==> src/rtl/mac16_acc.sv <==
// mac16_acc: registered 16x16 multiply-accumulate over in_last-terminated frames.
module array16 (
  input  logic [15:0] a,
  input  logic [15:0] b,
  output logic [31:0] p
);
  always_comb begin
    p = '0;
    for (int i = 0; i < 16; i++) p = p + ((b[i] ? {16'b0, a} : 32'b0) << i);
  end
endmodule

module mac16_acc #(
  parameter int ACC_W = 40,
  parameter int CNT_W = 16
) (
  input  logic             clk,
  input  logic             rst,
  input  logic             in_valid,
  output logic             in_ready,
  input  logic [15:0]      a,
  input  logic [15:0]      b,
  input  logic             in_last,
  output logic             out_valid,
  input  logic             out_ready,
  output logic [ACC_W-1:0] out_acc,
  output logic [CNT_W-1:0] out_cnt,
  output logic             out_ovf
);
  typedef enum logic {IDLE, FULL} state_t;
  state_t state_q, state_d;
  logic [15:0] a_q, a_d, b_q, b_d;
  logic last_q, last_d, v1_q, v1_d;
  logic [ACC_W-1:0] acc_q, acc_d, oacc_q, oacc_d;
  logic [CNT_W-1:0] cnt_q, cnt_d, ocnt_q, ocnt_d, cnt_n;
  logic ovf_q, ovf_d, oovf_q, oovf_d, ovf_n;
  logic stall, accept;
  logic [31:0] p;
  logic [ACC_W:0] sum;
  array16 u_mul (.a(a_q), .b(b_q), .p(p));
  assign out_valid = state_q == FULL;
  assign out_acc   = oacc_q;
  assign out_cnt   = ocnt_q;
  assign out_ovf   = oovf_q;
  always_comb begin
    stall    = out_valid & ~out_ready;
    in_ready = ~rst & ~stall;
    accept   = in_valid & in_ready;
    sum      = {1'b0, acc_q} + (ACC_W+1)'(p);
    ovf_n    = ovf_q | sum[ACC_W];
    cnt_n    = &cnt_q ? cnt_q : cnt_q + CNT_W'(1);
    state_d  = state_q;
    a_d      = a_q;
    b_d      = b_q;
    last_d   = last_q;
    v1_d     = v1_q;
    acc_d    = acc_q;
    cnt_d    = cnt_q;
    ovf_d    = ovf_q;
    oacc_d   = oacc_q;
    ocnt_d   = ocnt_q;
    oovf_d   = oovf_q;
    if (!stall) begin
      v1_d    = accept;
      a_d     = accept ? a : a_q;
      b_d     = accept ? b : b_q;
      last_d  = accept ? in_last : last_q;
      state_d = IDLE;
      if (v1_q && last_q) begin
        oacc_d  = sum[ACC_W-1:0];
        ocnt_d  = cnt_n;
        oovf_d  = ovf_n;
        state_d = FULL;
        acc_d   = '0;
        cnt_d   = '0;
        ovf_d   = 1'b0;
      end else if (v1_q) begin
        acc_d = sum[ACC_W-1:0];
        cnt_d = cnt_n;
        ovf_d = ovf_n;
      end
    end
  end
  always_ff @(posedge clk or posedge rst)
    if (rst) begin
      state_q <= IDLE;
      a_q     <= '0;
      b_q     <= '0;
      last_q  <= 1'b0;
      v1_q    <= 1'b0;
      acc_q   <= '0;
      cnt_q   <= '0;
      ovf_q   <= 1'b0;
      oacc_q  <= '0;
      ocnt_q  <= '0;
      oovf_q  <= 1'b0;
    end else begin
      state_q <= state_d;
      a_q     <= a_d;
      b_q     <= b_d;
      last_q  <= last_d;
      v1_q    <= v1_d;
      acc_q   <= acc_d;
      cnt_q   <= cnt_d;
      ovf_q   <= ovf_d;
      oacc_q  <= oacc_d;
      ocnt_q  <= ocnt_d;
      oovf_q  <= oovf_d;
    end
endmodule
==> config.mk <==
export PLATFORM = sky130hd
export DESIGN_NAME = mac16_acc
export DESIGN_NICKNAME = d
export VERILOG_FILES = /design/src/rtl/mac16_acc.sv
export SDC_FILE = /design/constraint.sdc
export NUM_CORES = 1
export LEC_CHECK = 0
export BUFFER_PORTS_ARGS = -buffer_cell sky130_fd_sc_hd__buf_4
export CORE_MARGIN = 8
export CORE_UTILIZATION = 37
export DETAILED_ROUTE_END_ITERATION = 8
export HOLD_SLACK_MARGIN = 0.15
export SETUP_SLACK_MARGIN = 0.4
export SLEW_MARGIN = 0
export SYNTH_ARGS = -nofsm -noshare
export SYNTH_HDL_FRONTEND = slang
export SYNTH_SLANG_ARGS = --single-unit
==> constraint.sdc <==
create_clock -name clk -period 25 [get_ports clk]
set_clock_uncertainty 0.15 [all_clocks]
set_input_delay 3.75 -clock clk [delete_from_list [all_inputs] [get_ports clk]]
set_output_delay 3.75 -clock clk [all_outputs]
set_load 0.1 [all_outputs]
==> results.tsv <==
metric	value	unit
outcome	finished clean	
commonest non-fill, non-tap cell in the layout	nand2_1	
maximum clock rate	111	MHz
Num CTS Buffers	17	
setup violators final	0	
Mapped Cells	1694	
largest net degree at the start of global routing	83	
Rel. slew slack	31.3	%
Synth cell types	60	
mapped cell area	15800	sq um
vias in the first global route	12400	
Synth top area share	25.1	%
slack of the critical path	16.01	ns
ranking of synthesized cells by area	fa_1 25%, dfrtp_1 24%, ha_1 10%	
Post-synth ARST share	100	%
IO buf count	95	
First DRT Iteration DRCs	751	
initial core utilization	37.1	%
worst hold margin	0.334	ns
Longest Clk Path Bufs	2	
required time worst endpoint	25.26	ns
Final ANT Viol Nets	0	
Placeable Area	42700	sq um
total congestion overflow	0	
max_cap viols	0	
drt wl/cell	17.5	um
FF-to-FF setup slack	16.01	ns
slowest CP cell	dfrtp_1	
Worst Hold Depth	2	
post-synthesis sequential area ratio	23.5	%
first-pass iteration count of the detailed router	5	
H-tree Lvls	4	
total track usage	16.9	%
Worst setup EP type	flop	
setup TNS	0	ns
Crit Path Max Fanout	17	
flops & latches, synth	149	
post-cts repair resize count	0	
clock sink total	149	
# rows	76	
Die Width	223	um
via count	12000	
fill count	4193	
Final nets	2109	
multi-input logic area	11000	sq um
cts hold-fix bufs	0	
first-pass GRT wire length	67300	um
Synth Warn #	0	
Worst Hold Class	flop to flop	
TritonCTS clock tree	yes	
cell taking the most area after synthesis	fa_1	
CTS Root Cell	clkbuf_16	
drt drc	0	
share of cells above drive strength 1	10.9	%
startpoint types	flop	
reg2reg path depth	30	
DP Wirelength	30700	um
Final Wtd Congestion	0.878	
syn nets	2058	
Chip Height	223	um
clk_lat worst skew	0.49	ns
DRT Wirelength	40400	um
initial antenna violation count	2	
WS Path Type	flop to flop	
fin. max-slew vios	0	
Worst EP arrival	9.25	ns
Core Util, Final	41.3	%
Ports	96	
Largest stage delay, worst path	0.77	ns
Clock transition at path regs	0.07	ns
Synth Area per Inst	9.35	sq um
DIE AREA	49700	sq um
Reg area	3730	sq um
Layout area overhead	11.3	%
Setup Buffers After CTS	0	
fin crit period	8.99	ns
most frequent cells in the layout	285 x nand2_1, 218 x inv_1, 199 x fa_1, 149 x dfrtp_1, 128 x ha_1	
cell repeated most along the worst path	fa_1	
Final Hold Fails	0	
period utilization	36.0	%
dpl ws	15.98	ns
most used flip-flop cell after synthesis	dfrtp_1	
EDFF count, synth	0	
Slew @ Worst Pin	1.02	ns
vias per inst	5.19	
RSZ-0062 raised after global routing	false	
-- synth_stat cells (all sizes together) (12+ instances only) --
cell type	instances
a211oi	13
a21o	35
a21oi	66
a22o	24
a31oi	17
and2	115
and3	12
clkbuf	63
dfrtp	149
fa	199
ha	128
inv	219
mux2	38
nand2	287
nand3	19
nor2	47
nor2b	13
o21ai	67
o31ai	16
xnor2	45
xor2	23
-- registers in the layout, summed over array words and instances, names as in the netlist --
| signal | cells |
|---|---|
| out_valid | 1 |
| cnt_q | 16 |
| b_q | 16 |
| out_ovf | 1 |
| out_acc | 40 |
| ovf_q | 1 |
| last_q | 1 |
| acc_q | 40 |
| v1_q | 1 |
| a_q | 16 |
| out_cnt | 16 |
-- worst paths after layout --
check                         start   endpoint
min reg2reg                acc_q[0]   acc_q[0]
max reg2reg                  a_q[2]  acc_q[35]
max in group asynchronous       rst    b_q[13]
min                        acc_q[0]   acc_q[0]
max                          a_q[2]  acc_q[35]
min in group asynchronous       rst  out_valid
-- cell type report --
class | count | area share [%]
clock buffer | 18 | 2.43
tap | 546 | 3.88
sequential | 149 | 21.2
antenna | 1 | 0.0142
multi-input combinational | 1256 | 62.6
inverter | 219 | 4.69
timing repair buffer | 102 | 4.34
clock inverter | 14 | 0.909
-- critical path: cells and delay by family, from the launching register on --
kind / cells / cell delay, ns
and+or+nand+nor: 5 / 1.20
adders and majority gates: 9 / 3.76
xor gates and xnor gates: 1 / 0.10
AOI/OAI and AO/OA: 11 / 2.69
buffers and inverters: 4 / 0.25
DFF: 1 / 0.77
-- cells by family after synthesis --
logic type / after synthesis / share of synthesized area (%)
multiplexers: 38 / 2.70
XOR/XNOR: 68 / 3.76
buffers and inverters: 289 / 6.89
adder cells (fa/ha/maj): 327 / 35.3
AND/OR/NAND/NOR: 538 / 15.9
AO/OA/AOI/OAI: 285 / 12.0
flip-flops: 149 / 23.5
-- per-layer routing --
layer  vias to the layer above  wire, um  global-route usage [%]
met1                      6013     18300                    22.7
met2                       271     18900                    26.5
met4                         2       823                    5.35
met3                        58      2250                    4.43
li1                       5616         -                       -
met5                         -        13                       0
-- per-stage QoR --
step / instances / instance area (sq um)
3_3_place_gp: 2272 / 17000
5_1_grt: 2304 / 17600
3_5_place_dp: 2272 / 17000
6_report: 2305 / 17600
2_1_floorplan: 1694 / 15800
4_1_cts: 2304 / 17600
Power is left out: the tool's default activity adds up to more than one toggle a clock period on the data nets, which glitch-free logic cannot reach.
